--- config.mk ---
export PLATFORM = sky130hd
export DESIGN_NAME = ahb_apb_bridge
export DESIGN_NICKNAME = d
export VERILOG_FILES = /design/src/rtl/ahb_apb_bridge.sv
export SDC_FILE = /design/constraint.sdc
export NUM_CORES = 1
export LEC_CHECK = 0
export BUFFER_PORTS_ARGS = -buffer_cell sky130_fd_sc_hd__buf_4
export CAP_MARGIN = 10
export CORE_ASPECT_RATIO = 1.5
export CORE_UTILIZATION = 44
export DETAILED_ROUTE_END_ITERATION = 8
export PLACE_DENSITY = 0.86
export SYNTH_ARGS = -nofsm -noshare
export SYNTH_HDL_FRONTEND = slang
export SYNTH_SLANG_ARGS = --single-unit
--- constraint.sdc ---
create_clock -name i_clk -period 2.06 [get_ports i_clk]
set_input_delay 0.103 -clock i_clk [delete_from_list [all_inputs] [get_ports i_clk]]
set_output_delay 0.103 -clock i_clk [all_outputs]
set_load 0.05 [all_outputs]
--- src/rtl/ahb_apb_bridge.sv ---
// Single-clock AHB-Lite slave to APB master bridge.
// One transfer in flight; size errors and APB errors or timeouts return a two-cycle AHB ERROR response.
module ahb_apb_bridge #(
    parameter int ADDR_WIDTH = 32,
    parameter int DATA_WIDTH = 32,
    parameter int TIMEOUT    = 16
) (
    input  logic                  i_clk,
    input  logic                  i_rst,
    input  logic                  i_hselx,
    input  logic                  i_hready,
    input  logic                  i_htrans,
    input  logic [2:0]            i_hsize,
    input  logic                  i_hwrite,
    input  logic [ADDR_WIDTH-1:0] i_haddr,
    input  logic [DATA_WIDTH-1:0] i_hwdata,
    output logic                  o_hreadyout,
    output logic                  o_hresp,
    output logic [DATA_WIDTH-1:0] o_hrdata,
    output logic                  o_psel,
    output logic                  o_penable,
    output logic                  o_pwrite,
    output logic [ADDR_WIDTH-1:0] o_paddr,
    output logic [DATA_WIDTH-1:0] o_pwdata,
    input  logic [DATA_WIDTH-1:0] i_prdata,
    input  logic                  i_pready,
    input  logic                  i_pslverr
);

    typedef enum logic [2:0] {
        S_IDLE,
        S_WDATA,
        S_SETUP,
        S_ACCESS,
        S_ERR1,
        S_ERR2
    } state_e;

    localparam int CNT_W = (TIMEOUT > 1) ? $clog2(TIMEOUT + 1) : 1;
    localparam logic [CNT_W-1:0] CNT_LAST = CNT_W'((TIMEOUT == 0) ? 0 : TIMEOUT - 1);

    state_e                  state_q, state_d;
    logic                    hreadyout_q, hreadyout_d;
    logic                    hresp_q, hresp_d;
    logic [DATA_WIDTH-1:0]   hrdata_q, hrdata_d;
    logic                    pwrite_q, pwrite_d;
    logic [ADDR_WIDTH-1:0]   paddr_q, paddr_d;
    logic [DATA_WIDTH-1:0]   pwdata_q, pwdata_d;
    logic [CNT_W-1:0]        cnt_q, cnt_d;
    logic                    valid;

    assign valid = i_hselx & i_htrans & i_hready;

    always_comb begin
        // NOTE: every signal gets a default first so no path leaves a latch behind.
        state_d     = state_q;
        hreadyout_d = hreadyout_q;
        hresp_d     = hresp_q;
        hrdata_d    = hrdata_q;
        pwrite_d    = pwrite_q;
        paddr_d     = paddr_q;
        pwdata_d    = pwdata_q;
        cnt_d       = '0;

        unique case (state_q)
            S_IDLE: begin
                hreadyout_d = 1'b1;
                hresp_d     = 1'b0;
                if (valid) begin
                    paddr_d     = i_haddr;
                    pwrite_d    = i_hwrite;
                    hreadyout_d = 1'b0;
                    if (i_hsize > 3'b010) begin
                        state_d = S_ERR1;
                        hresp_d = 1'b1;
                    end else if (i_hwrite) begin
                        state_d = S_WDATA;
                    end else begin
                        state_d = S_SETUP;
                    end
                end
            end
            S_WDATA: begin
                pwdata_d = i_hwdata;
                state_d  = S_SETUP;
            end
            S_SETUP: begin
                state_d = S_ACCESS;
            end
            S_ACCESS: begin
                if (i_pready) begin
                    if (i_pslverr) begin
                        state_d = S_ERR1;
                        hresp_d = 1'b1;
                    end else begin
                        state_d     = S_IDLE;
                        hreadyout_d = 1'b1;
                        if (!pwrite_q) hrdata_d = i_prdata;
                    end
                end else if (TIMEOUT != 0 && cnt_q == CNT_LAST) begin
                    state_d = S_ERR1;
                    hresp_d = 1'b1;
                end else if (TIMEOUT != 0) begin
                    cnt_d = cnt_q + 1'b1;
                end
            end
            S_ERR1: begin
                state_d     = S_ERR2;
                hresp_d     = 1'b1;
                hreadyout_d = 1'b1;
            end
            S_ERR2: begin
                state_d     = S_IDLE;
                hresp_d     = 1'b0;
                hreadyout_d = 1'b1;
            end
            default: state_d = S_IDLE;
        endcase
    end

    always_ff @(posedge i_clk) begin
        if (i_rst) begin
            state_q     <= S_IDLE;
            hreadyout_q <= 1'b1;
            hresp_q     <= 1'b0;
            hrdata_q    <= '0;
            pwrite_q    <= 1'b0;
            paddr_q     <= '0;
            pwdata_q    <= '0;
            cnt_q       <= '0;
        end else begin
            state_q     <= state_d;
            hreadyout_q <= hreadyout_d;
            hresp_q     <= hresp_d;
            hrdata_q    <= hrdata_d;
            pwrite_q    <= pwrite_d;
            paddr_q     <= paddr_d;
            pwdata_q    <= pwdata_d;
            cnt_q       <= cnt_d;
        end
    end

    assign o_hreadyout = hreadyout_q;
    assign o_hresp     = hresp_q;
    assign o_hrdata    = hrdata_q;
    assign o_psel      = (state_q == S_SETUP) || (state_q == S_ACCESS);
    assign o_penable   = (state_q == S_ACCESS);
    assign o_pwrite    = pwrite_q;
    assign o_paddr     = paddr_q;
    assign o_pwdata    = pwdata_q;

endmodule

==> results of run 1 <==
## registers in the layout (all words and copies together), names as in the netlist
signal	flops
cnt_q	5
o_hrdata	32
o_hreadyout	1
o_hresp	1
o_paddr	32
o_pwdata	32
o_pwrite	1
state_q	3
## final cells by class
cell class | instances | share of cell area (%)
clock inverters | 7 | 0.8642
flip-flops and latches | 107 | 35.23
repair buffers | 247 | 31.98
inverters | 6 | 0.3704
multi-input cells | 340 | 25.66
well taps | 107 | 2.202
clock buffers | 9 | 3.704
## worst max path at each step
stage / cells past startpoint / slack, ns / to
2_1_floorplan: 7 / 0.32 / cnt_q[2]
3_3_place_gp: 6 / 0.23 / cnt_q[2]
3_5_place_dp: 6 / 0.16 / cnt_q[3]
4_1_cts: 6 / 0.13 / cnt_q[3]
5_1_grt: 6 / 0.07 / cnt_q[2]
6_report: 6 / 0.15 / cnt_q[3]
## report_power, final
group | internal (mW) | switching, mW
Combinational | 0.267 | 0.312
Sequential | 2.11 | 0.0295
Clock | 0.828 | 0.757
## through the flow
stage	hold WS (ns)	cell area (um^2)	worst slack, ns	utilization [%]	instances
global placement	0.3492	5493	0.2345	64.50	776
finish	0.009171	6081	0.1523	71.41	823
detailed placement	0.3589	5493	0.1597	64.50	776
floorplan	0.2390	3899	0.3246	-	489
CTS	0.0003500	6081	0.1320	71.41	823
global route	0.005492	6081	0.07037	71.41	823
## what timing repair did
| item | CTS | global route |
|---|---|---|
| endpoints found under the hold margin | 31 | 0 |
| hold buffers | 31 | 0 |
| endpoints found under the setup margin | 0 | 0 |
## logic make-up after synthesis
kind of cell / Yosys count / share of synthesized area, %
AO/OA/AOI/OAI: 109 / 14.47
XOR/XNOR: 3 / 0.6741
adder cells (fa/ha/maj): 2 / 0.6417
buffers and inverters: 42 / 5.199
flip-flops: 107 / 54.94
multiplexers: 1 / 0.2567
AND/OR/NAND/NOR: 225 / 23.81
## per-layer routing
layer,track usage [%],up-vias,share of wire (%)
met5,0,-,0
met4,13.58,0,3.3
met3,5.736,29,8.3
met2,42.90,189,51
met1,24.08,1813,37
li1,-,2023,-
## critical path, cell delays in order (launching register included)
cell	delay, ns
dfxtp_1	0.34
ha_1	0.22
and3_1	0.19
ha_1	0.19
or3_1	0.39
or2_1	0.38
nor2_4	0.14
## layout by cell type, fill, tap and decap left out, drive strengths merged, types with 3 or more instances in the layout
cell type    netlist  layout
a211oi             3       3
a21oi            101     101
and3               3       3
buf               18     216
clkbuf            18       9
clkinv             0       4
dfxtp            107     107
dlygate4sd3        0      31
inv                6       8
nand2            196     196
nor2               9       9
nor3               6       6
==> summary.txt, run 1 <==
Die W: 78.86 um
Hold Path Class: input pin to flip-flop
initial drt markers: 163
Syn Nets: 598
area grow syn2layout: 55.97%
Ports: 208
outcome: complete, no violations
Core ar.: 8516 um^2
top-count cell post-synth: nand2_1
Root Driver: clkbuf_16
Detail Route Antenna Nets: 0
number of global-route vias before repair: 3820
hold depth: 3
Synth async-reset ratio: 0%
layout cells sized above 1: 33.52%
first-pass GRT wire length: 16900 um
Total Die Area: 9249 um^2
CTS tree: yes
final wirelength: 11150 um
crit start category: flip-flop
Post-CTS Setup Bufs: 0
Worst Reg-to-Reg Cells: 6
Via Count: 4054
Final min period: 1.908 ns
mapped cell area: 3899 um^2
length of the first detailed-routing pass in iterations: 4
Max VDD drop: 0.0005738 V
DP HPWL: 7576 um
Slew headroom: 69.86%
TNS Setup: 0 ns
Reg area: 2142 um^2
worst hold start: i_hwdata[18]
initial antenna violation count: 0
Primary FF master, synth: dfxtp_1
RSZ-0062 raised after global routing: false
final period utilization: 92.61%
H-tree levels: 3
most instantiated cells after synthesis: 196 x nand2_1, 107 x dfxtp_1, 101 x a21oi_1
FF-to-FF End: cnt_q[3]
Slew Limit Fails: 0
gr usage total: 23.39%
DR WL/cell: 13.54 um
final-layout fill cell count: 630
largest area contributor in the netlist: dfxtp_1
yosys warns: 0
antenna cells: 0
Die Y: 117.3 um
#FFs+latches synth: 107
Max-Cap Viols: 0
total power: 4.304 mW
area of the multi-input gates: 1560 um^2
Fmax: 0.5242 GHz
Worst Path Max Fanout: 6
Fin. Hold Viols: 0
library cells used by synthesis: 33
largest net degree at the start of global routing: 39
type of the worst setup path: flip-flop to flip-flop
CTS Sinks: 107
Clock Tree Buf Depth: 2
clock-pin slew on the worst setup and hold paths: 0.07 ns
Critical R2R Launch: cnt_q[0]
synth top area cells: dfxtp_1 55%, nand2_1 19%, a21oi_1 13%
row count: 41
GRT overflow: 0
drt drc: 0
share of the synthesized area in the top cell type: 54.94%
Post-Syn Instances: 489
TritonCTS Buffers: 9
drt via density: 4.926
CP required: 2.34 ns
Port Buffers: 207
Worst-Margin Slew: 0.4509 ns
Hold Path Sink: o_pwdata[18]
Setup crit end kind: flip-flop
Fin Clk Skew: 0.005961 ns
clock insertion delay at the later pin of the skew report: 0.34 ns
syn avg cell area: 7.973 um^2
pwr dens: 707.7 nW/um^2
endpoints failing setup: 0
final layout net count: 820
sequential area share after synthesis: 54.94%
worst setup path startpoint: cnt_q[0]
Initial Utilization: 45.78%
Leakage: 2.622 nW
Crit path arrival time: 2.19 ns
EDFF count, synth: 0
worst reg2reg setup slack: 0.15 ns
Final GP Congestion: 0.7685
CTS resizes: 0
Power figures use the tool's default switching activity.
==> run 2: changes to the inputs <==
Settings changed: REMOVE_ABC_BUFFERS set to 1.
==> summary.txt, run 2 (same netlist as run 1, synthesis figures left out) <==
Crit path arrival time: 2.16 ns
Slew Limit Fails: 0
layout cells sized above 1: 34.50%
Total Die Area: 9249 um^2
Fmax: 0.5310 GHz
drt drc: 0
initial antenna violation count: 0
final-layout fill cell count: 680
RSZ-0062 raised after global routing: false
initial drt markers: 147
CP required: 2.33 ns
Die Y: 117.3 um
drt via density: 4.845
pwr dens: 752.9 nW/um^2
largest net degree at the start of global routing: 50
first-pass GRT wire length: 15710 um
Max-Cap Viols: 0
antenna cells: 0
row count: 41
delay-heaviest family, CP: simple AND/OR/NAND/NOR gates
Die W: 78.86 um
Area after DPL: 5473 um^2
CTS tree: yes
Design Area, Final: 5824 um^2
Setup crit end kind: flip-flop
gr usage total: 21.58%
Slew headroom: 68.20%
clock insertion delay at the later pin of the skew report: 0.34 ns
Hold Path Class: input pin to flip-flop
DP HPWL: 7493 um
final wirelength: 10360 um
final period utilization: 91.41%
length of the first detailed-routing pass in iterations: 4
CTS Sinks: 107
area grow syn2layout: 49.39%
crit start category: flip-flop
Finished Core Util: 68.40%
Clock Tree Buf Depth: 2
DR WL/cell: 13.05 um
Final min period: 1.883 ns
Fin. Hold Viols: 0
crit path cell chain: ha_1 -> and3_1 -> ha_1 -> or3_1 -> or2_1 -> nor2_4
Worst Path Max Fanout: 6
placed insts: 775
endpoints failing setup: 0
Max VDD drop: 0.0005376 V
Detail Route Antenna Nets: 0
WP buf/inv: 0
type of the worst setup path: flip-flop to flip-flop
Final GP Congestion: 0.8941
Ports: 208
slowest stage delay, CP: 0.39 ns
clock-pin slew on the worst setup and hold paths: 0.07 ns
CP max-delay cell: or3_1
Via Count: 3847
total power: 4.385 mW
TritonCTS Buffers: 9
Initial Utilization: 45.78%
Worst-Margin Slew: 0.4770 ns
final layout net count: 793
H-tree levels: 3
Core ar.: 8516 um^2
most used cell along the critical path: ha_1
outcome: complete, no violations
GRT overflow: 0
Fin Clk Skew: 0.005899 ns
TNS Setup: 0 ns
Port Buffers: 207
number of global-route vias before repair: 3552
non-filler cells, final: 794
Leakage: 2.517 nW
commonest non-fill, non-tap cell in the layout: buf_4
commonest non-fill, non-tap cells in the layout: 215 x buf_4, 196 x nand2_1, 107 x dfxtp_1
Root Driver: clkbuf_16
[run 2: through the flow]
stage | setup WS (ns) | hold slack (ns)
2_1_floorplan | 0.1356 | 0.1721
3_3_place_gp | 0.2213 | 0.3497
3_5_place_dp | 0.1906 | 0.3583
4_1_cts | 0.1641 | 0.00004585
5_1_grt | 0.07125 | 0.004852
6_report | 0.1769 | 0.01252
[run 2: per-layer routing]
layer  GRT usage [%]  wire (um)  vias up  share of wire (%)
li1                -          -     1961                  -
met1           22.66       3764     1711                 36
met2           39.36       5563      140                 54
met3           4.574        589       35                5.7
met4           12.97        442        0                4.3
met5               0          0        -                  0
[run 2: final timing paths]
| check | startpoint | slack (ns) | to | depth (start not counted) |
|---|---|---|---|---|
| max | cnt_q[0] | 0.18 | cnt_q[3] | 6 |
| min | i_hwdata[16] | 0.01 | o_pwdata[16] | 3 |
| max reg2reg | cnt_q[0] | 0.18 | cnt_q[3] | 6 |
| min reg2reg | o_hrdata[25] | 0.45 | o_hrdata[25] | 2 |
[run 2: layout make-up]
| type | instances | area (um^2) | area share [%] |
|---|---|---|---|
| sequential | 107 | 2142 | 36.78 |
| timing repair buffer | 220 | 1664 | 28.57 |
| multi-input combinational | 340 | 1560 | 26.79 |
| clock buffer | 12 | 266.5 | 4.576 |
| tap | 107 | 133.9 | 2.299 |
| clock inverter | 2 | 35.03 | 0.6015 |
| inverter | 6 | 22.52 | 0.3867 |
[run 2: tightest hold or removal path, stage by stage]
cell	delay (ns)
buf_4	0.11
nand2_1	0.04
a21oi_1	0.05
[run 2: what timing repair did]
item	4_1_cts	5_1_grt
buffers inserted	0	0
gates resized for setup	0	0
hold endpoints to repair	5	0
hold buffers	5	0
[run 2: power by group]
part / internal, mW / switching, mW / leakage [nW] / total, mW
logic: 0.231 / 0.300 / 1.50 / 0.531
clock network: 1.03 / 0.689 / 0.151 / 1.72
registers: 2.11 / 0.0278 / 0.865 / 2.14
total: 3.37 / 1.02 / 2.52 / 4.39
